<file path="config.mk">
export PLATFORM = sky130hd
export DESIGN_NAME = cp0_int_ctrl
export DESIGN_NICKNAME = d
export VERILOG_FILES = /design/src/rtl/cp0_pkg.sv /design/src/rtl/cp0_int_ctrl.sv
export SDC_FILE = /design/constraint.sdc
export NUM_CORES = 1
export LEC_CHECK = 0
export CAP_MARGIN = 20
export CORE_ASPECT_RATIO = 2
export CORE_MARGIN = 5
export CORE_UTILIZATION = 42
export DETAILED_ROUTE_END_ITERATION = 8
export PLACE_DENSITY = 0.9
export SLEW_MARGIN = 20
export SYNTH_ARGS = -nofsm -noshare
export SYNTH_HDL_FRONTEND = slang
export SYNTH_SLANG_ARGS = --single-unit
</file>
<file path="constraint.sdc">
create_clock -name clk -period 2.6 [get_ports clk]
set_clock_uncertainty 0.2 [all_clocks]
set_input_delay 0.39 -clock clk [delete_from_list [all_inputs] [get_ports clk]]
set_output_delay 0.39 -clock clk [all_outputs]
set_load 0.01 [all_outputs]
</file>
<file path="src/rtl/cp0_pkg.sv">
// rtl/cp0_pkg.sv - CP0 register indices, SR/Cause field positions and exception entry address
package cp0_pkg;

  localparam logic [4:0] CP0_SR    = 5'd12;
  localparam logic [4:0] CP0_CAUSE = 5'd13;
  localparam logic [4:0] CP0_EPC   = 5'd14;
  localparam logic [4:0] CP0_PRID  = 5'd15;

  localparam int IM_LO   = 10;
  localparam int IM_HI   = 15;
  localparam int EXL_BIT = 1;
  localparam int IE_BIT  = 0;

  // Next-PC selection forces this address whenever int_req is high.
  localparam logic [31:0] EXC_ENTRY = 32'h0000_4180;

endpackage

</file>
<file path="src/rtl/cp0_int_ctrl.sv">
// rtl/cp0_int_ctrl.sv - CP0 SR/Cause/EPC/PrID registers and external-interrupt request logic
module cp0_int_ctrl
  import cp0_pkg::*;
#(
  parameter logic [31:0] PRID     = 32'h4D49_5053,
  parameter logic [31:0] SR_RESET = 32'h0000_0000
) (
  input  logic        clk,
  input  logic        reset,
  input  logic [31:0] pc,
  input  logic        int_block,
  input  logic [5:0]  hw_int,
  input  logic [4:0]  sel,
  input  logic        we,
  input  logic [31:0] din,
  input  logic        eret,
  output logic [31:0] dout,
  output logic        int_req,
  output logic [31:0] epc
);

  logic [5:0]  im_q, im_d;
  logic        exl_q, exl_d;
  logic        ie_q, ie_d;
  logic [5:0]  ip_q;
  logic [31:0] epc_q, epc_d;

  assign int_req = (|(ip_q & im_q)) & ie_q & ~exl_q & ~int_block & ~eret;
  assign epc     = epc_q;

  // Later assignments override earlier ones: mtc0, then eret, then interrupt entry.
  always_comb begin
    im_d  = im_q;
    exl_d = exl_q;
    ie_d  = ie_q;
    epc_d = epc_q;
    if (we && sel == CP0_SR) begin
      im_d  = din[IM_HI:IM_LO];
      exl_d = din[EXL_BIT];
      ie_d  = din[IE_BIT];
    end
    if (we && sel == CP0_EPC) begin
      epc_d = {din[31:2], 2'b00};
    end
    if (eret) begin
      exl_d = 1'b0;
    end
    if (int_req) begin
      exl_d = 1'b1;
      epc_d = {pc[31:2], 2'b00} + 32'd4;
    end
  end

  always_ff @(posedge clk or posedge reset) begin
    if (reset) begin
      im_q  <= SR_RESET[IM_HI:IM_LO];
      exl_q <= SR_RESET[EXL_BIT];
      ie_q  <= SR_RESET[IE_BIT];
      ip_q  <= 6'd0;
      epc_q <= 32'd0;
    end else begin
      im_q  <= im_d;
      exl_q <= exl_d;
      ie_q  <= ie_d;
      ip_q  <= hw_int;
      epc_q <= epc_d;
    end
  end

  always_comb begin
    dout = 32'd0;
    case (sel)
      CP0_SR: begin
        dout[IM_HI:IM_LO] = im_q;
        dout[EXL_BIT]     = exl_q;
        dout[IE_BIT]      = ie_q;
      end
      CP0_CAUSE: dout[IM_HI:IM_LO] = ip_q;
      CP0_EPC:   dout = epc_q;
      CP0_PRID:  dout = PRID;
      default:   dout = 32'd0;
    endcase
  end

endmodule

</file>
==> results of run 1 <==
cell type report:
cell class                      instances  share of cell area (%)
Sequential cell                        44                    22.3
Multi-Input combinational cell        271                    36.9
Tap cell                               92                    2.33
Clock buffer                            6                    2.81
Clock inverter                          2                   0.784
Timing Repair Buffer                  178                    34.4
Inverter                                7                   0.531
cell usage after synthesis, types with 2 or more instances:
library cell               instances
sky130_fd_sc_hd__buf_6             4
sky130_fd_sc_hd__clkbuf_1         10
sky130_fd_sc_hd__o311ai_0          5
sky130_fd_sc_hd__nand4b_1          2
sky130_fd_sc_hd__and3_1           25
sky130_fd_sc_hd__a211oi_1         27
sky130_fd_sc_hd__o21ai_0           6
sky130_fd_sc_hd__or3_1             3
sky130_fd_sc_hd__and2_1           17
sky130_fd_sc_hd__nor2_1           34
sky130_fd_sc_hd__nand3_2           2
sky130_fd_sc_hd__and4_1            5
sky130_fd_sc_hd__buf_2             6
sky130_fd_sc_hd__dfrtp_1          44
sky130_fd_sc_hd__nor2b_1           2
sky130_fd_sc_hd__mux2i_1          13
sky130_fd_sc_hd__xnor2_1           5
sky130_fd_sc_hd__mux2_2            9
sky130_fd_sc_hd__o31ai_1           7
sky130_fd_sc_hd__inv_1             6
sky130_fd_sc_hd__a22o_1            3
sky130_fd_sc_hd__xor2_1            9
sky130_fd_sc_hd__o311a_1           3
sky130_fd_sc_hd__nand4_1           9
sky130_fd_sc_hd__nand3_1          10
sky130_fd_sc_hd__nand2_1          16
sky130_fd_sc_hd__or4_1             7
sky130_fd_sc_hd__a21oi_1          19
sky130_fd_sc_hd__o22ai_1           2
sky130_fd_sc_hd__buf_4             2
sky130_fd_sc_hd__a31oi_1           9
sky130_fd_sc_hd__nor4_1            6
sky130_fd_sc_hd__buf_1             2
layer usage:
metal  track usage (%)  part of all wire [%]
met3              3.44                   5.3
met5                 0                     0
met1              21.7                    32
met2              47.7                    57
met4              13.6                   5.3
logic make-up (layout without fill, tap and decap cells):
logic type	after synthesis	count (layout)	synth area share, %
flops	44	44	35.6
xor+xnor	14	14	3.97
other cells	1	2	0.121
buf+inv	33	193	5.75
simple gates	148	148	27.9
fa+ha+maj	1	1	0.405
mux	22	22	7.49
compound gates	84	84	18.7
placed cells by master, fill, tap and decap left out, drive strengths merged, types with 5 or more instances in the layout:
cell           count
xnor2              5
nand2             16
o311ai             5
clkdlybuf4s50    115
inv                7
nor2              34
and2              18
xor2               9
a211oi            27
dfrtp             44
o31ai              8
nand4             10
and3              25
buf               38
dlygate4sd2       22
nor4               6
o21ai              6
or4                8
a21oi             19
clkbuf             6
and4               6
nand3             12
a31oi              9
mux2i             13
mux2               9
final timing paths:
check                                end  cells after the start  startpoint
max in group asynchronous        im_q[1]                      3       reset
worst max register to register   epc[25]                      7     im_q[4]
worst min register to register   im_q[3]                      1     im_q[3]
worst min-delay path              epc[4]                      2       reset
min in group clk                 ip_q[4]                      1   hw_int[4]
worst max-delay path            dout[16]                      5      sel[3]
timing repair:
action / in CTS / in global routing
hold endpoints to repair: 0 / 0
pin swaps: 0 / 1
setup endpoints to repair: 22 / 3
resized for setup: 25 / 3
buffers inserted: 0 / 2
sequential cells by signal (all words and copies together) (netlist names):
register  cells
epc          30
exl_q         1
ie_q          1
im_q          6
ip_q          6
critical path: stages:
cell	delay [ps]
sky130_fd_sc_hd__clkdlybuf4s50_1	500
sky130_fd_sc_hd__nand4b_1	150
sky130_fd_sc_hd__buf_4	210
sky130_fd_sc_hd__nor2_1	120
sky130_fd_sc_hd__clkdlybuf4s50_1	550
stage by stage:
stage / power, mW / setup TNS (ps) / setup slack (ps) / area [µm²]
2_1_floorplan: 1.71 / 0 / 560 / 3100
3_5_place_dp: 2.55 / -1290 / -99.2 / 4760
4_1_cts: 3.32 / 0 / 11.8 / 4920
3_3_place_gp: 2.52 / -358 / -68.2 / 4760
5_1_grt: 3.46 / 0 / 25.8 / 4940
6_report: 3.30 / 0 / 77.6 / 4940
power groups by stage:
stage	Combinational, mW	Sequential, mW	Clock (mW)
after floorplan	0.462	1.25	0
after CTS	1.38	1.17	0.766
after global placement	1.35	1.17	0
after detailed placement	1.37	1.18	0
after global routing	1.47	1.21	0.790
final	1.37	1.17	0.756
==> results_dict.tcl, run 1 <==
set metrics [dict create \
    rows 44 \
    fraction_of_final_layout_cells_with_drive_strength_greater_than_1_pct 12.8 \
    pins_over_their_slew_limit 0 \
    cp.required_ps 2010 \
    clock-sinks 44 \
    netlist_area_um2 3090 \
    run_status "completed" \
    main_synth_ff_type "sky130_fd_sc_hd__dfrtp_1" \
    share_clk_of_total_power_pct 22.9 \
    crit_path_max_fanout 9 \
    cts_tree "yes" \
    p_leak_nw 2.21 \
    clk_root_buffer_cell "sky130_fd_sc_hd__clkbuf_16" \
    crit_path_start_kind "input port" \
    fin_nets 588 \
    endpoint_kind "output port" \
    synth.top_cell.area_share_pct 35.6 \
    gpl.final_weighted_congestion 0.916 \
    vias_per_cell 5.78 \
    transition_time_of_the_tightest_slew_check_pin_ps 585 \
    area_inside_the_core_boundary_um2 7210 \
    num_vias 3469 \
    timing.final.crit_share_pct 97.0 \
    synthDistinctLibCells 51 \
    die_w_um 70.7 \
    drt_pass1_iterations 5 \
    ys_seq_area_share_pct 35.6 \
    number_of_flops_mapped_to_enable_cells_by_yosys 0 \
    fin_util_pct 68.6 \
    max_cap_violations 0 \
    wire_per_inst_um 18.9 \
    numPlacedInstances 590 \
    final_period_minus_worst_setup_slack_ps 2520 \
    combinationalPowerShare_pct 41.5 \
    synth.ff_latch_count 44 \
    cts-htree-levels 2 \
    number_of_primary_i_o_pins 145 \
    timing.hold.worst.class "in -> async" \
    grt_max_degree 31 \
    final_antenna_net_count 0 \
    wl_mm 11.3 \
    netlist_top_cells_area "sky130_fd_sc_hd__dfrtp_1, sky130_fd_sc_hd__a211oi_1, sky130_fd_sc_hd__and3_1" \
    tritoncts.num_buffers 5 \
    multiInputGateArea_um2 1830 \
    setup_viol 0 \
    post-synth-top-area-cell "sky130_fd_sc_hd__dfrtp_1" \
    drt_drc_violations_left 0 \
    flow.area_growth_from_synthesis_pct 59.9 \
    mean_instance_size_in_the_synthesized_netlist_um2 8.91 \
    switchingPower_mw 1.06 \
    clock_transition_at_the_registers_of_the_reported_paths_ps 60 \
    dieHeight_um 131 \
    cts_max_path_buffers 2 \
    crit_arrival_ps 1930 \
    final.fill_count 594 \
    die_area_um2 9280 \
    sequential_power_share_pct 35.6 \
    cts_hold_buffers 0 \
    gr-usage-all-layers_pct 23.9 \
    dp_hpwl_mm 8.76 \
    cellInternalPower_mw 2.24 \
    synthArstFlopShare_pct 100 \
    register_area_um2 1100 \
    insertion_delay_ps 290 \
    worst_hold_slack_ps 280 \
    register_to_register_setup_slack_ps 280 \
    first_pass_grt_wire_length_mm 17.6 \
    ys.warnings.count 0 \
    max_freq_mhz 396 \
    final_cell_count_no_fill 600 \
    timing_worst_setup_path_type "in -> out" \
    power.share.switching_pct 32.1 \
    timing.final.hold_violations 0 \
    initial_core_util_pct 42.9 \
    vdd_drop_max_uv 668 \
    setup_repair_after_global_routing_missed_its_margin "false" \
    power_density_nw_per_um2 667 \
    initial_antenna_violation_count 0 \
    first_global_vias 3591 \
    slew_headroom_pct 61.0 \
    grt_remaining_overflow 0 \
    port_buffers 140 \
    detail_route.iter0.violations 293 \
    diodes 0 \
    synthCells 347 \
]
Note: power is estimated with default switching activity, not from simulation.
==> inputs of run 2 (changes only) <==
--- a/config.mk
+++ b/config.mk
@@ -5,11 +5,13 @@
 export SDC_FILE = /design/constraint.sdc
 export NUM_CORES = 1
 export LEC_CHECK = 0
+export ABC_AREA = 0
 export CAP_MARGIN = 20
 export CORE_ASPECT_RATIO = 2
 export CORE_MARGIN = 5
 export CORE_UTILIZATION = 42
 export DETAILED_ROUTE_END_ITERATION = 8
+export MAX_ROUTING_LAYER = met4
 export PLACE_DENSITY = 0.9
 export SLEW_MARGIN = 20
 export SYNTH_ARGS = -nofsm -noshare
==> run 2 against run 1 <==
Against the previous run: design area down 0.38%; sequential share of layout area up 0.085 points; via count down 2.2%; setup slack better by 19 ps; clock-buffer cell count unchanged.
==> results_dict.tcl, run 2 (synthesis gave the netlist of run 1 again) <==
set metrics [dict create \
    crit_path_start_kind "input port" \
    max_cap_violations 0 \
    die_w_um 70.7 \
    power_density_nw_per_um2 652 \
    port_buffers 140 \
    cp.required_ps 2010 \
    dieHeight_um 131 \
    final.setup.tns_ps 0 \
    rows 44 \
    gpl.final_weighted_congestion 0.911 \
    num_vias 3394 \
    setup_viol 0 \
    run_status "completed" \
    crit_arrival_ps 1910 \
    gr-usage-all-layers_pct 24.4 \
    number_of_primary_i_o_pins 145 \
    slowest_cell_delay_on_critical_path_ps 540 \
    setup_repair_after_global_routing_missed_its_margin "false" \
    grt_max_degree 45 \
    final_antenna_net_count 0 \
    final_common_cell "sky130_fd_sc_hd__clkdlybuf4s50_1" \
    timing.final.hold_violations 0 \
    first_pass_grt_wire_length_mm 17.6 \
    dpl_cell_area_um2 4760 \
    register_to_register_setup_slack_ps 380 \
    fin_nets 584 \
    clock_transition_at_the_registers_of_the_reported_paths_ps 60 \
    detail_route.iter0.violations 275 \
    initial_antenna_violation_count 0 \
    timing_worst_setup_path_type "in -> out" \
    p_leak_nw 2.18 \
    area_inside_the_core_boundary_um2 7210 \
    max_ffs_per_register 30 \
    final_cell_count_no_fill 596 \
    wl_mm 11.3 \
    cp_common_cell "sky130_fd_sc_hd__clkdlybuf4s50_1" \
    place_ws_ps -89.4 \
    final_period_minus_worst_setup_slack_ps 2500 \
    dp_hpwl_mm 8.56 \
    clock-sinks 44 \
    crit_path_max_fanout 9 \
    insertion_delay_ps 290 \
    initial_core_util_pct 42.9 \
    cts_max_path_buffers 2 \
    pins_over_their_slew_limit 0 \
    diodes 0 \
    clk_root_buffer_cell "sky130_fd_sc_hd__clkbuf_16" \
    post-route-worst-setup-slack_ps 96.1 \
    fraction_of_final_layout_cells_with_drive_strength_greater_than_1_pct 12.1 \
    crit_slowest_cell "sky130_fd_sc_hd__clkdlybuf4s50_1" \
    first_global_vias 3578 \
    final_area_um2 4930 \
    timing.final.crit_share_pct 96.3 \
    die_area_um2 9280 \
    vdd_drop_max_uv 600 \
    flow.area_growth_from_synthesis_pct 59.3 \
    timing.hold.worst.class "in -> async" \
    r2r-end "epc[25]" \
    cts_tree "yes" \
    cts-htree-levels 2 \
    critical_path.reg2reg.startpoint "im_q[4]" \
    drt_drc_violations_left 0 \
    endpoint_kind "output port" \
    grt_remaining_overflow 0 \
    vias_per_cell 5.69 \
    wire_per_inst_um 18.9 \
    final_cell_mix "sky130_fd_sc_hd__clkdlybuf4s50_1, sky130_fd_sc_hd__dfrtp_1, sky130_fd_sc_hd__nor2_1, sky130_fd_sc_hd__buf_4, sky130_fd_sc_hd__a211oi_1" \
    timing.reg2reg.worst_path_depth 6 \
    max_freq_mhz 399 \
    drt_pass1_iterations 4 \
    crit_path_cell_trace "clkdlybuf4s50_1, nand4b_1, buf_4, nor2_1, clkdlybuf4s50_1" \
    tritoncts.num_buffers 5 \
    numPlacedInstances 587 \
]
## run 2: cell count changes in the layout (fill, tap and decap cells not counted), sizes merged
cell / before / now
buf: 38 / 34
bufinv: 1 / 0
clkdlybuf4s50: 115 / 116
clkinv: 1 / 0
clkinvlp: 0 / 2
dlygate4sd2: 22 / 21
## run 2: metal layers
layer	part of all wire, %	GRT usage, %
met5	0	-
met4	5.7	14.7
met3	4.3	3.06
met2	57	46.2
met1	33	22.2
## run 2: worst max path at each step
stage	startpoint	end	slack (ps)	depth (start not counted)
6_report	sel[3]	dout[16]	100	5
5_1_grt	sel[3]	dout[6]	1	5
4_1_cts	sel[0]	dout[1]	8	6
3_5_place_dp	sel[1]	dout[13]	-90	8
3_3_place_gp	sel[1]	dout[12]	-70	6
2_1_floorplan	im_q[4]	int_req	560	4
## run 2: power breakdown
| group | internal (mW) | switching, mW | leakage (nW) |
|---|---|---|---|
| clock network | 0.382 | 0.268 | 0.0691 |
| registers | 0.952 | 0.229 | 0.527 |
| logic | 0.806 | 0.575 | 1.58 |
| total | 2.14 | 1.07 | 2.18 |
## run 2: critical path, delay by kind of cell
family	cells	cell delay, ps
buffers and inverters	3	1250
and+or+nand+nor	2	260
## run 2: area by class of cell
cell class	count	area (µm²)
clock buffer	6	139
clock inverter	2	15.0
fill	605	2290
inverter	7	26.3
multi-input combinational	271	1830
sequential	44	1100
tap	92	115
timing repair buffer	174	1700
## run 2: what timing repair did
item / CTS / global route
gates resized for setup: 24 / 4
setup buffers: 0 / 1
hold buffers: 0 / 0
setup endpoints to repair: 21 / 4
pin swaps: 0 / 1
endpoints found under the hold margin: 0 / 0
## run 2: stage by stage
stage / power, mW / util (%) / hold WS (ps)
2_1_floorplan: 1.71 / - / 221
3_3_place_gp: 2.52 / 66.0 / 309
3_5_place_dp: 2.55 / 66.0 / 327
4_1_cts: 3.22 / 68.0 / 270
5_1_grt: 3.37 / 68.3 / 300
6_report: 3.21 / 68.3 / 252
==> inputs of run 3 (changes only) <==
--- a/config.mk
+++ b/config.mk
@@ -13,7 +13,7 @@
 export DETAILED_ROUTE_END_ITERATION = 8
 export MAX_ROUTING_LAYER = met4
 export PLACE_DENSITY = 0.9
-export SLEW_MARGIN = 20
+export SLEW_MARGIN = 10
 export SYNTH_ARGS = -nofsm -noshare
 export SYNTH_HDL_FRONTEND = slang
 export SYNTH_SLANG_ARGS = --single-unit
==> results of run 3 <==
No change in the layout: final DEF, timing and power equal those of run 2.
